<file path="src/rtl/sdram_cmd_pkg.sv">
// Shared constants for the SDRAM pin-bus command monitor: command/error codes,
// ras/cas/we pin patterns, bank timer width and the sampled-pin bundle.
package sdram_cmd_pkg;

   localparam logic [3:0] CMD_DESL  = 4'd0;
   localparam logic [3:0] CMD_NOP   = 4'd1;
   localparam logic [3:0] CMD_MRS   = 4'd2;
   localparam logic [3:0] CMD_ACT   = 4'd3;
   localparam logic [3:0] CMD_READ  = 4'd4;
   localparam logic [3:0] CMD_READA = 4'd5;
   localparam logic [3:0] CMD_WRIT  = 4'd6;
   localparam logic [3:0] CMD_WRITA = 4'd7;
   localparam logic [3:0] CMD_PRE   = 4'd8;
   localparam logic [3:0] CMD_PALL  = 4'd9;
   localparam logic [3:0] CMD_BST   = 4'd10;
   localparam logic [3:0] CMD_REF   = 4'd11;
   localparam logic [3:0] CMD_SELF  = 4'd12;
   localparam logic [3:0] CMD_SUP   = 4'd13;
   localparam logic [3:0] CMD_REC   = 4'd14;

   localparam logic [2:0] ERR_NONE      = 3'd0;
   localparam logic [2:0] ERR_ACT_OPEN  = 3'd1;
   localparam logic [2:0] ERR_RW_IDLE   = 3'd2;
   localparam logic [2:0] ERR_RCD       = 3'd3;
   localparam logic [2:0] ERR_RP_RC     = 3'd4;
   localparam logic [2:0] ERR_BANK_OPEN = 3'd5;
   localparam logic [2:0] ERR_MRD       = 3'd6;

   // {ras, cas, we}, active-low
   localparam logic [2:0] PAT_MRS  = 3'b000;
   localparam logic [2:0] PAT_REF  = 3'b001;
   localparam logic [2:0] PAT_PRE  = 3'b010;
   localparam logic [2:0] PAT_ACT  = 3'b011;
   localparam logic [2:0] PAT_WRIT = 3'b100;
   localparam logic [2:0] PAT_READ = 3'b101;
   localparam logic [2:0] PAT_BST  = 3'b110;
   localparam logic [2:0] PAT_NOP  = 3'b111;

   localparam int unsigned           TIMER_W   = 4;
   localparam logic [TIMER_W-1:0]    TIMER_SAT = '1;

   typedef struct packed {
      logic        cke;
      logic        cs;
      logic        ras;
      logic        cas;
      logic        we;
      logic [1:0]  ba;
      logic [11:0] addr;
   } pins_t;

   function automatic logic [TIMER_W-1:0] timer_inc(input logic [TIMER_W-1:0] t);
      return (t == TIMER_SAT) ? t : t + TIMER_W'(1);
   endfunction

endpackage

</file>
<file path="src/rtl/sdram_bank_tracker.sv">
// One SDRAM bank: open flag, open row and saturating ACT/precharge timers,
// with timing-check flags as seen by a command decoded this cycle.
module sdram_bank_tracker
   import sdram_cmd_pkg::*;
#(
   parameter int unsigned T_RCD = 3,
   parameter int unsigned T_RP  = 3,
   parameter int unsigned T_RC  = 9
) (
   input  logic        clk,
   input  logic        rst,
   input  logic        act_i,
   input  logic        close_i,
   input  logic [11:0] row_i,
   output logic        open_o,
   output logic [11:0] row_o,
   output logic        rcd_ok_o,
   output logic        rp_ok_o,
   output logic        rc_ok_o
);

   localparam logic [TIMER_W-1:0] RCD_L = TIMER_W'(T_RCD);
   localparam logic [TIMER_W-1:0] RP_L  = TIMER_W'(T_RP);
   localparam logic [TIMER_W-1:0] RC_L  = TIMER_W'(T_RC);

   logic               open_q;
   logic [11:0]        row_q;
   logic [TIMER_W-1:0] t_act_q;
   logic [TIMER_W-1:0] t_pre_q;
   logic [TIMER_W-1:0] t_act_seen;
   logic [TIMER_W-1:0] t_pre_seen;

   // Timers hold cycles since the event minus one; add one to get the
   // spacing the command being decoded now actually has.
   always_comb begin
      t_act_seen = timer_inc(t_act_q);
      t_pre_seen = timer_inc(t_pre_q);
      rcd_ok_o   = (t_act_seen >= RCD_L);
      rc_ok_o    = (t_act_seen >= RC_L);
      rp_ok_o    = (t_pre_seen >= RP_L);
      open_o     = open_q;
      row_o      = row_q;
   end

   always_ff @(posedge clk or posedge rst) begin
      if (rst) begin
         open_q  <= 1'b0;
         row_q   <= '0;
         t_act_q <= TIMER_SAT;
         t_pre_q <= TIMER_SAT;
      end else begin
         t_act_q <= act_i ? '0 : timer_inc(t_act_q);
         t_pre_q <= close_i ? '0 : timer_inc(t_pre_q);
         if (act_i) begin
            open_q <= 1'b1;
            // ACT to an already open bank keeps the original row
            if (!open_q) row_q <= row_i;
         end else if (close_i) begin
            open_q <= 1'b0;
         end
      end
   end

endmodule

</file>
<file path="src/rtl/sdram_cmd_monitor.sv">
// SDRAM pin-bus command decoder and protocol checker (latency 1 after sampling).
// Optional macro SDRAM_MON_STATS_EN adds saturating read/write/refresh counters.
module sdram_cmd_monitor
   import sdram_cmd_pkg::*;
#(
   parameter int unsigned T_RCD = 3,
   parameter int unsigned T_RP  = 3,
   parameter int unsigned T_RC  = 9,
   parameter int unsigned T_MRD = 2
) (
   input  logic        clk,
   input  logic        rst,
   input  logic        cke_i,
   input  logic        cs_i,
   input  logic        ras_i,
   input  logic        cas_i,
   input  logic        we_i,
   input  logic [1:0]  ba_i,
   input  logic [11:0] addr_i,
   output logic        cmd_valid_o,
   output logic [3:0]  cmd_code_o,
   output logic [1:0]  cmd_ba_o,
   output logic [11:0] cmd_addr_o,
   output logic [3:0]  bank_open_o,
   output logic [47:0] bank_row_o,
   output logic        err_valid_o,
   output logic [2:0]  err_code_o
`ifdef SDRAM_MON_STATS_EN
   ,
   output logic [15:0] rd_count_o,
   output logic [15:0] wr_count_o,
   output logic [15:0] ref_count_o
`endif
);

   localparam logic [TIMER_W-1:0] MRD_L = TIMER_W'(T_MRD);

   pins_t              pins_q;
   logic               cke_prev_q;
   logic [TIMER_W-1:0] t_mrd_q;
   logic               dec_valid;
   logic [3:0]         dec_code;
   logic [2:0]         pat;
   logic [3:0]         act_w, close_w, open_w, rcd_ok_w, rp_ok_w, rc_ok_w;
   logic [11:0]        row_w [4];
   logic               is_rw;
   logic [2:0]         err_d;

   always_comb begin
      pat       = {pins_q.ras, pins_q.cas, pins_q.we};
      dec_valid = 1'b1;
      dec_code  = CMD_DESL;
      if (cke_prev_q && pins_q.cke) begin
         if (!pins_q.cs) begin
            unique case (pat)
               PAT_NOP:  dec_code = CMD_NOP;
               PAT_MRS:  dec_code = CMD_MRS;
               PAT_ACT:  dec_code = CMD_ACT;
               PAT_READ: dec_code = pins_q.addr[10] ? CMD_READA : CMD_READ;
               PAT_WRIT: dec_code = pins_q.addr[10] ? CMD_WRITA : CMD_WRIT;
               PAT_PRE:  dec_code = pins_q.addr[10] ? CMD_PALL : CMD_PRE;
               PAT_BST:  dec_code = CMD_BST;
               PAT_REF:  dec_code = CMD_REF;
               default:  dec_code = CMD_NOP;
            endcase
         end
      end else if (cke_prev_q) begin
         dec_code = (!pins_q.cs && pat == PAT_REF) ? CMD_SELF : CMD_SUP;
      end else if (pins_q.cke) begin
         dec_code = CMD_REC;
      end else begin
         dec_valid = 1'b0;
      end
   end

   always_comb begin
      for (int b = 0; b < 4; b++) begin
         act_w[b]   = dec_valid && dec_code == CMD_ACT && pins_q.ba == 2'(b);
         close_w[b] = dec_valid && ((dec_code == CMD_PALL) ||
                      ((dec_code inside {CMD_PRE, CMD_READA, CMD_WRITA}) && pins_q.ba == 2'(b)));
         bank_row_o[12*b +: 12] = row_w[b];
      end
      bank_open_o = open_w;
   end

   for (genvar g = 0; g < 4; g++) begin : g_bank
      sdram_bank_tracker #(
         .T_RCD (T_RCD),
         .T_RP  (T_RP),
         .T_RC  (T_RC)
      ) u_bank (
         .clk      (clk),
         .rst      (rst),
         .act_i    (act_w[g]),
         .close_i  (close_w[g]),
         .row_i    (pins_q.addr),
         .open_o   (open_w[g]),
         .row_o    (row_w[g]),
         .rcd_ok_o (rcd_ok_w[g]),
         .rp_ok_o  (rp_ok_w[g]),
         .rc_ok_o  (rc_ok_w[g])
      );
   end

   // Priority chain: lowest error code wins
   always_comb begin
      is_rw = dec_code inside {CMD_READ, CMD_READA, CMD_WRIT, CMD_WRITA};
      err_d = ERR_NONE;
      if (dec_valid) begin
         if (dec_code == CMD_ACT && open_w[pins_q.ba]) begin
            err_d = ERR_ACT_OPEN;
         end else if (is_rw && !open_w[pins_q.ba]) begin
            err_d = ERR_RW_IDLE;
         end else if (is_rw && !rcd_ok_w[pins_q.ba]) begin
            err_d = ERR_RCD;
         end else if (dec_code == CMD_ACT && (!rp_ok_w[pins_q.ba] || !rc_ok_w[pins_q.ba])) begin
            err_d = ERR_RP_RC;
         end else if ((dec_code inside {CMD_MRS, CMD_REF, CMD_SELF}) && (|open_w)) begin
            err_d = ERR_BANK_OPEN;
         end else if (!(dec_code inside {CMD_NOP, CMD_DESL}) && timer_inc(t_mrd_q) < MRD_L) begin
            err_d = ERR_MRD;
         end
      end
   end

   always_ff @(posedge clk or posedge rst) begin
      if (rst) begin
         pins_q      <= '{cke: 1'b1, cs: 1'b1, ras: 1'b1, cas: 1'b1, we: 1'b1,
                          ba: 2'd0, addr: 12'd0};
         cke_prev_q  <= 1'b1;
         t_mrd_q     <= TIMER_SAT;
         cmd_valid_o <= 1'b0;
         cmd_code_o  <= CMD_DESL;
         cmd_ba_o    <= '0;
         cmd_addr_o  <= '0;
         err_valid_o <= 1'b0;
         err_code_o  <= ERR_NONE;
      end else begin
         pins_q      <= '{cke: cke_i, cs: cs_i, ras: ras_i, cas: cas_i, we: we_i,
                          ba: ba_i, addr: addr_i};
         cke_prev_q  <= pins_q.cke;
         t_mrd_q     <= (dec_valid && dec_code == CMD_MRS) ? '0 : timer_inc(t_mrd_q);
         cmd_valid_o <= dec_valid;
         cmd_code_o  <= dec_valid ? dec_code : CMD_DESL;
         cmd_ba_o    <= pins_q.ba;
         cmd_addr_o  <= pins_q.addr;
         err_valid_o <= (err_d != ERR_NONE);
         err_code_o  <= err_d;
      end
   end

`ifdef SDRAM_MON_STATS_EN
   always_ff @(posedge clk or posedge rst) begin
      if (rst) begin
         rd_count_o  <= '0;
         wr_count_o  <= '0;
         ref_count_o <= '0;
      end else if (dec_valid) begin
         if ((dec_code inside {CMD_READ, CMD_READA}) && rd_count_o != 16'hFFFF)
            rd_count_o <= rd_count_o + 16'd1;
         if ((dec_code inside {CMD_WRIT, CMD_WRITA}) && wr_count_o != 16'hFFFF)
            wr_count_o <= wr_count_o + 16'd1;
         if (dec_code == CMD_REF && ref_count_o != 16'hFFFF)
            ref_count_o <= ref_count_o + 16'd1;
      end
   end
`endif

endmodule

</file>
<file path="config.mk">
export PLATFORM = sky130hd
export DESIGN_NAME = sdram_cmd_monitor
export DESIGN_NICKNAME = d
export VERILOG_FILES = /design/src/rtl/sdram_cmd_pkg.sv /design/src/rtl/sdram_bank_tracker.sv /design/src/rtl/sdram_cmd_monitor.sv
export SDC_FILE = /design/constraint.sdc
export NUM_CORES = 1
export LEC_CHECK = 0
export CORE_MARGIN = 2
export CORE_UTILIZATION = 40
export CTS_CLUSTER_SIZE = 24
export DETAILED_ROUTE_END_ITERATION = 8
export SYNTH_ARGS = -nofsm -noshare
export SYNTH_HDL_FRONTEND = slang
export SYNTH_SLANG_ARGS = --single-unit
</file>
<file path="constraint.sdc">
create_clock -name clk -period 4.5 [get_ports clk]
set_input_delay 1.35 -clock clk [delete_from_list [all_inputs] [get_ports clk]]
set_output_delay 1.35 -clock clk [all_outputs]
set_load 0.02 [all_outputs]
</file>
==> impl_metrics.yaml, run 1 <==
grt:
  grt_first_pass_wirelength_mm: 21.3
  grt_pass1_vias: 4078
  track_usage_pct: 17.0
  grt_antenna_before_repair: 0
  grt_overflow: 0
  grt_max_degree: 74
critical_path:
  cp_num_buf_inv: 1
  r2r_slack_ns: 1.98
  worst_setup_path_start_kind: "register"
  crit_chain: "clkdlybuf4s50_1"
  cp-end-kind: "primary output"
  worst-setup-path-type: "register to primary output"
  slowest_delay_ns: 0.68
  required_ns: 3.15
  worstPathArrival_ns: 1.52
  worst-path-max-fanout: 4
  crit_slowest_cell: "clkdlybuf4s50_1"
  critPathTopFamily: "buffers and inverters"
sta:
  period_share_pct: 63.9
  slew_headroom_pct: 53.0
  fin_crit_ns: 2.87
  max_freq_ghz: 0.348
  worst_pin_slew_ns: 0.687
  fin_worst_skew_ns: 0.00769
  slew_viol_final: 0
  rsz0062_at_grt: "no"
  hold_violations: 0
  timing.final.setup_violations: 0
  timing.setup.tns_ns: 0
synthesis:
  post_synth.cell_area_avg_sq_um: 13.0
  synth_edf_count: 0
  synth-seq-cells: 131
  syn_inst: 458
  synthAdderAreaFrac_pct: 2.31
  ys_seq_area_share_pct: 56.0
  synth_top_family_by_area: "multiplexers"
  ys.warnings.count: 0
  synth_compound_area_share_pct: 8.85
  syn_area_sq_um: 5950
  async_reset_ff_share_pct: 100
  synth_nets: 490
  synth-simple-area-share_pct: 13.4
  synth_flop_cell: "dfrtp_1"
  synth_xor_area_share_pct: 1.47
  yosys.cell_types.count: 64
  synthMuxAreaShare_pct: 14.2
floorplanning:
  fp.coreArea_sq_um: 14500
  die_height_um: 126
  die_area_sq_um: 15900
  rows: 44
  io_pins: 96
  initial_core_util_pct: 40.9
  die_x_um: 126
route:
  wl_per_cell_um: 16.6
  drc: 0
  viasPerCell: 5.20
  vias: 3927
  drt-total-wl_mm: 12.5
  drt-initial-drc-count: 219
  postRouteAntennaNets: 0
  firstDrtPassIters: 4
job:
  max-cap-violations: 0
clock_tree:
  cts_tree: "built"
  cts_buffer_depth: 2
  cts.sinks: 131
  path_clk_slew_ns: 0.06
  cts_root_buf: "clkbuf_16"
  clock_latency_ns: 0.42
  cts_max_level: 4
  numCtsBuffers: 17
  cts_setup_buffers: 0
  cts_hold_buf: 0
  cts_resized: 0
placement:
  portBuffers: 95
  hpwl_mm: 8.81
  gp_congestion: 0.819
final_layout:
  postLayoutCoreUtil_pct: 52.3
  antennaDiodeCount: 0
  final_cell_mix: "95 x clkdlybuf4s50_1, 89 x dfrtp_1, 44 x nor2_1"
  nFillCells: 1243
  ff_latch_area_sq_um: 3330
  layout.cells.most_common: "clkdlybuf4s50_1"
  multiInputGateArea_sq_um: 2390
  area_growth_pct: 27.8
  nNetsFinal: 590
  drive_gt1_share_pct: 28.5
status:
  status: "complete, no violations"
pwr:
  vdd_drop_max_mv: 0.286
  powerDensity_nw_per_um2: 559
  leakage_uw: 0.00324
hold_path:
  holdCritPathClass: "register to register"
metrics by stage:
stage          cell area [sq um]  std cells  worst slack [ns]  hold WS (ns)  power, uW
3_5_place_dp                7020        723              1.97         0.389       2920
3_3_place_gp                7020        723              2.00         0.387       2860
2_1_floorplan               5950        458              1.56         0.349       2590
6_report                    7600        755              1.63         0.398       4250
5_1_grt                     7600        755              1.57         0.410       4530
4_1_cts                     7600        755              1.60         0.400       4290
metal layers:
metal | vias to the layer above | wire length, um | global-route usage, % | share of wire, %
met5 | - | 0 | 0 | 0
met4 | 0 | 324 | 8.47 | 2.6
met3 | 27 | 674 | 4.63 | 5.4
met2 | 124 | 5540 | 25.3 | 44
met1 | 1943 | 6010 | 23.1 | 48
li1 | 1833 | - | - | -
Yosys cell counts (2+ instances only):
| master | number | area share (%) |
|---|---|---|
| buf_6 | 5 | 0.95 |
| and2_1 | 4 | 0.42 |
| inv_1 | 20 | 1.3 |
| mux2_4 | 40 | 10 |
| a311o_1 | 2 | 0.34 |
| buf_2 | 4 | 0.34 |
| ha_1 | 11 | 2.3 |
| a31oi_1 | 7 | 0.74 |
| a211oi_2 | 5 | 1.1 |
| o21ai_1 | 8 | 0.67 |
| nand2b_1 | 6 | 0.63 |
| xnor2_1 | 10 | 1.5 |
| and2_2 | 3 | 0.38 |
| a211oi_1 | 7 | 0.88 |
| nor2_4 | 4 | 0.76 |
| nand2_2 | 3 | 0.32 |
| mux2i_1 | 13 | 2.2 |
| o21ai_0 | 7 | 0.59 |
| nand2_1 | 14 | 0.88 |
| a2111oi_0 | 5 | 0.74 |
| nor3_1 | 11 | 0.93 |
| nand3_2 | 2 | 0.34 |
| buf_4 | 4 | 0.50 |
| nor2b_2 | 2 | 0.29 |
| nor2_1 | 44 | 2.8 |
| dfrtp_1 | 89 | 37 |
| dfstp_2 | 42 | 19 |
| a21oi_1 | 11 | 0.93 |
| a21oi_2 | 4 | 0.59 |
| nand3_1 | 19 | 1.6 |
| o31ai_1 | 2 | 0.25 |
| nor2b_1 | 5 | 0.53 |
| nor3_2 | 3 | 0.50 |
| nand4_1 | 2 | 0.21 |
| nor4_1 | 3 | 0.32 |
| mux2_2 | 8 | 1.5 |
| o2111a_1 | 2 | 0.38 |
kinds of logic after synthesis:
family	Yosys count
buf+inv	36
xor+xnor	10
mux	62
flops	131
fa+ha+maj	11
simple gates	138
compound gates	70
path summary, 6_finish.rpt:
path | startpoint | endpoint | depth (start not counted)
worst min register to register | pins_q[18]$_DFF_PP1_ | cke_prev_q$_DFF_PP1_ | 0
worst max-delay path | g_bank[1].u_bank.open_o$_DFFE_PP0P_ | bank_open_o[1] | 1
worst max register to register | g_bank[0].u_bank.t_act_q[0]$_DFF_PP1_ | err_code_o[1]$_DFF_PP0_ | 7
worst min-delay path | pins_q[18]$_DFF_PP1_ | cke_prev_q$_DFF_PP1_ | 0
max in group asynchronous | rst | g_bank[1].u_bank.t_pre_q[0]$_DFF_PP1_ | 3
min in group asynchronous | rst | cmd_addr_o[3]$_DFF_PP0_ | 2
flip-flops by register name, indices dropped and copies added, names as in the netlist:
name                   flops
g_bank.u_bank.open_o       4
g_bank.u_bank.t_act_q     16
cmd_valid_o                1
g_bank.u_bank.row_o       48
cmd_code_o                 4
cmd_addr_o                12
err_valid_o                1
cmd_ba_o                   2
cke_prev_q                 1
t_mrd_q                    4
err_code_o                 3
pat                        3
g_bank.u_bank.t_pre_q     16
pins_q                    16
power breakdown:
part           internal [uW]  total [uW]  switching, uW
logic                    542        1120            574
registers               1530        1790            258
clock network            817        1340            528
total                   2890        4250           1360
worst register-to-register path, delay by kind of cell (launching register included):
kind            cells  cell delay, ns
fa+ha+maj           1            0.32
buf+inv             1            0.07
flops               1            0.56
simple gates        2            0.22
compound gates      3            1.24
cell type report:
type	instances	area share, %
multi-input cells	291	31.4
clock inverters	15	2.09
flip-flops and latches	131	43.8
well taps	184	3.03
clock buffers	17	5.59
repair buffers	97	13.0
inverters	20	1.04
(Power assumes the default switching activity.)
==> run 2, diff against run 1 <==
- clock period: 4.5 -> 2.6 ns (I/O delays scaled with it)
==> impl_metrics.yaml, run 2 (synthesized netlist as in run 1, its figures left out) <==
status:
  status: "complete, no violations"
critical_path:
  cp-end-kind: "register"
  worstPathArrival_ns: 2.65
  r2r-end: "g_bank[3].u_bank.row_o[8]$_DFFE_PP0P_"
  cp_num_buf_inv: 1
  worst-path-max-fanout: 8
  startpoint: "pat[1]$_DFF_PP1_"
  required_ns: 2.89
  r2r_slack_ns: 0.24
  crit_chain: "nor2b_2 -> nor4b_2 -> o311a_4 -> nand3_2 -> nor2_4 -> buf_12 -> mux2_4"
  worst-setup-path-type: "register to register"
  worstReg2RegStart: "pat[1]$_DFF_PP1_"
  slowest_delay_ns: 0.63
  r2r_cells: 7
  critPathTopFamily: "simple AND/OR/NAND/NOR gates"
  cp.depth: 7
  worst_setup_path_start_kind: "register"
  crit_slowest_cell: "dfstp_2"
sta:
  max_freq_ghz: 0.424
  period_share_pct: 90.8
  rsz0062_at_grt: "no"
  timing.setup.tns_ns: 0
  worst_pin_slew_ns: 0.690
  timing.final.setup_violations: 0
  slew_headroom_pct: 53.6
  slew_viol_final: 0
  fin_crit_ns: 2.36
  fin_worst_skew_ns: 0.0155
  hold_violations: 0
  whs_ns: 0.399
final_layout:
  nNetsFinal: 601
  nFillCells: 1227
  largest_register_ffs: 48
  antennaDiodeCount: 0
  final_area_sq_um: 7840
  final_cell_mix: "95 x clkdlybuf4s50_1, 89 x dfrtp_1, 44 x nor2_1"
  area_growth_pct: 31.7
  drive_gt1_share_pct: 29.7
  layout.cells.most_common: "clkdlybuf4s50_1"
route:
  postRouteAntennaNets: 0
  drt-initial-drc-count: 190
  firstDrtPassIters: 4
  drc: 0
  viasPerCell: 5.13
  wl_per_cell_um: 16.6
  drt-total-wl_mm: 12.7
  vias: 3931
clock_tree:
  cts_hold_buf: 0
  clock_latency_ns: 0.42
  cts_max_level: 4
  cts.sinks: 131
  numCtsBuffers: 17
  cts_tree: "built"
  cts_root_buf: "clkbuf_16"
  cts_buffer_depth: 2
  path_clk_slew_ns: 0.06
floorplanning:
  io_pins: 96
  fp.coreArea_sq_um: 14500
  rows: 44
  initial_core_util_pct: 40.9
  die_height_um: 126
  die_area_sq_um: 15900
  die_x_um: 126
grt:
  grt_overflow: 0
  grt_max_degree: 39
  grt_pass1_vias: 4047
  grt_antenna_before_repair: 0
  grt_first_pass_wirelength_mm: 21.3
  track_usage_pct: 17.1
hold_path:
  holdCritPathClass: "register to register"
  holdPathEnd: "cke_prev_q$_DFF_PP1_"
  hold_depth: 0
  min-delay-start: "pins_q[18]$_DFF_PP1_"
placement:
  hpwl_mm: 9.01
  gp_congestion: 0.827
  placed_area_sq_um: 7180
  portBuffers: 95
pwr:
  powerDensity_nw_per_um2: 981
  vdd_drop_max_mv: 0.491
  leakage_uw: 0.00335
job:
  max-cap-violations: 0
run 2: what timing repair did:
item,in CTS,in global routing
endpoints found under the setup margin,0,3
setup buffers,0,0
gates resized for setup,0,2
run 2: worst max-delay path by stage:
stage / end / slack (ns)
5_1_grt: err_code_o[2]$_DFF_PP0_ / 0.05
6_report: g_bank[3].u_bank.row_o[8]$_DFFE_PP0P_ / 0.24
3_5_place_dp: err_code_o[2]$_DFF_PP0_ / 0.13
4_1_cts: err_code_o[2]$_DFF_PP0_ / 0.11
3_3_place_gp: err_code_o[2]$_DFF_PP0_ / 0.26
2_1_floorplan: cmd_addr_o[0]$_DFF_PP0_ / 0.23
run 2: area by class of cell:
type | instances | area, sq um | area share (%)
repair buffers | 108 | 1150 | 14.7
flip-flops and latches | 131 | 3330 | 42.5
clock inverters | 14 | 226 | 2.89
well taps | 184 | 230 | 2.94
inverters | 20 | 78.8 | 1.01
clock buffers | 18 | 429 | 5.48
multi-input cells | 291 | 2390 | 30.5
run 2: where the power goes:
group          internal [uW]  leakage [uW]  total, uW  switching [uW]
Sequential              2650       0.00159       3080             435
Clock                   1720      0.000312       2630             917
Combinational            966       0.00145       1970            1010
Total                   5330       0.00335       7690            2360
run 2: layer usage:
layer / share of wire, % / up-vias / wire (um) / GRT usage, %
li1: - / 1869 / - / -
met1: 48 / 1948 / 6120 / 23.8
met3: 4.9 / 7 / 618 / 4.33
met4: 0.80 / 0 / 101 / 5.56
met2: 46 / 107 / 5850 / 26.2
met5: 0 / - / 0 / 0
run 2: through the flow:
| stage | util (%) | setup WS, ns | std cells | total power, uW |
|---|---|---|---|---|
| after CTS | 53.9 | 0.111 | 766 | 7770 |
| after global placement | 49.4 | 0.260 | 734 | 4990 |
| final | 53.9 | 0.239 | 766 | 7690 |
| after detailed placement | 49.4 | 0.134 | 734 | 5080 |
| after floorplan | - | 0.231 | 458 | 4490 |
| after global routing | 53.9 | 0.0475 | 766 | 8170 |
==> run 3, diff against run 2 <==
- clock period: 2.6 -> 2.5 ns (I/O delays scaled with it)
==> impl_metrics.yaml, run 3 (synthesized netlist as in run 1, its figures left out) <==
route:
  drt-initial-drc-count: 183
  drt-total-wl_mm: 12.8
  wl_per_cell_um: 16.7
  firstDrtPassIters: 4
  vias: 3962
  postRouteAntennaNets: 0
  drc: 0
  viasPerCell: 5.17
clock_tree:
  cts_max_level: 4
  cts.sinks: 131
  clock_latency_ns: 0.42
  cts_buffer_depth: 2
  cts_tree: "built"
  numCtsBuffers: 17
  cts_hold_buf: 0
  cts_setup_buffers: 0
  cts_root_buf: "clkbuf_16"
  path_clk_slew_ns: 0.06
grt:
  grt.met3_usage_pct: 5.69
  grt_overflow: 0
  grt_antenna_before_repair: 0
  grt_pass1_vias: 3998
  grt-busiest-layer: "met2"
  grt_max_degree: 84
  grt_first_pass_wirelength_mm: 21.0
  track_usage_pct: 17.0
  use_met1_pct: 22.6
  met2_usage_pct: 26.0
sta:
  slew_headroom_pct: 57.5
  period_share_pct: 94.9
  whs_ns: 0.397
  worst_pin_slew_ns: 0.632
  timing.setup.tns_ns: 0
  fin_crit_ns: 2.37
  max_freq_ghz: 0.421
  timing.final.setup_violations: 0
  hold_violations: 0
  rsz0062_at_grt: "no"
  fin_worst_skew_ns: 0.0151
  slew_viol_final: 0
floorplanning:
  initial_core_util_pct: 40.9
  die_x_um: 126
  die_area_sq_um: 15900
  fp.coreArea_sq_um: 14500
  die_height_um: 126
  rows: 44
  io_pins: 96
final_layout:
  final_area_sq_um: 7720
  largest_register_ffs: 48
  area_growth_pct: 29.7
  layout.cells.most_common: "clkdlybuf4s50_1"
  antennaDiodeCount: 0
  drive_gt1_share_pct: 29.7
  final_cell_mix: "95 x clkdlybuf4s50_1, 89 x dfrtp_1, 44 x nor2_1"
  nFillCells: 1233
  nNetsFinal: 601
job:
  max-cap-violations: 0
critical_path:
  crit_slowest_cell: "dfstp_2"
  crit_chain: "ha_1 -> and2_1 -> a21oi_1 -> a2111oi_0 -> buf_4 -> a2111oi_1 -> o31ai_1 -> o2111a_1"
  worst-setup-path-type: "register to register"
  worst_setup_path_start_kind: "register"
  worstPathArrival_ns: 2.73
  cp_num_buf_inv: 1
  cp-end-kind: "register"
  worst-path-max-fanout: 5
  critPathTopFamily: "compound AO/OA/AOI/OAI gates"
  required_ns: 2.85
  slowest_delay_ns: 0.58
placement:
  hpwl_mm: 8.88
  portBuffers: 95
  placed_area_sq_um: 7150
  gp_congestion: 0.826
hold_path:
  holdCritPathClass: "register to register"
pwr:
  leakage_uw: 0.00331
  powerDensity_nw_per_um2: 988
  vdd_drop_max_mv: 0.624
status:
  status: "complete, no violations"
[run 3: changes by cell type in the layout (fill, tap and decap cells not counted)]
cell        delta
a2111oi_0      +1
a2111oi_1      -1
buf_12         -2
clkbuf_8       +2
bufinv_16      -4
clkinv_2       +5
clkinvlp_4     -1
clkinv_4       -1
buf_4          +2
inv_6          -1
[run 3: worst paths after layout]
| check | start | endpoint | slack [ns] | cells past startpoint |
|---|---|---|---|---|
| setup / recovery | g_bank[1].u_bank.t_pre_q[0]$_DFF_PP1_ | err_code_o[2]$_DFF_PP0_ | 0.13 | 8 |
| hold / removal | pins_q[18]$_DFF_PP1_ | cke_prev_q$_DFF_PP1_ | 0.40 | 0 |
| setup reg to reg | g_bank[1].u_bank.t_pre_q[0]$_DFF_PP1_ | err_code_o[2]$_DFF_PP0_ | 0.13 | 8 |
| hold reg to reg | pins_q[18]$_DFF_PP1_ | cke_prev_q$_DFF_PP1_ | 0.40 | 0 |
| max in group asynchronous | rst | g_bank[0].u_bank.t_pre_q[0]$_DFF_PP1_ | 1.22 | 3 |
| min in group asynchronous | rst | cmd_addr_o[3]$_DFF_PP0_ | 0.58 | 2 |
[run 3: power breakdown]
| part | total [uW] | switching, uW | internal (uW) |
|---|---|---|---|
| Combinational | 2070 | 1060 | 1010 |
| Clock | 2340 | 923 | 1420 |
| Sequential | 3210 | 455 | 2760 |
| Total | 7620 | 2440 | 5180 |
[run 3: final cells by class]
cell class                 count  area (sq um)  share of cell area, %
multi-input combinational    291          2390                   31.0
timing repair buffer         108          1120                   14.6
clock buffer                  20           457                   5.92
clock inverter                12           106                   1.38
sequential                   131          3330                   43.2
tap                          184           230                   2.98
inverter                      20          78.8                   1.02
[run 3: metrics by stage]
step	worst slack, ns	utilization (%)	total power [uW]	cells
after floorplan	0.161	-	4670	458
after global placement	0.208	49.2	5180	734
after detailed placement	0.104	49.2	5290	734
after CTS	0.0725	53.1	7700	766
after global routing	0.0184	53.1	8110	766
final	0.127	53.1	7620	766
[run 3: layer usage]
metal | part of all wire, % | vias up
met5 | 0 | -
met4 | 1.5 | 0
met3 | 5.2 | 18
met2 | 47 | 114
met1 | 47 | 1978
li1 | - | 1852
[run 3: timing repair]
item,in CTS,in global routing
resized for setup,0,1
setup endpoints to repair,0,3
endpoints found under the hold margin,0,0
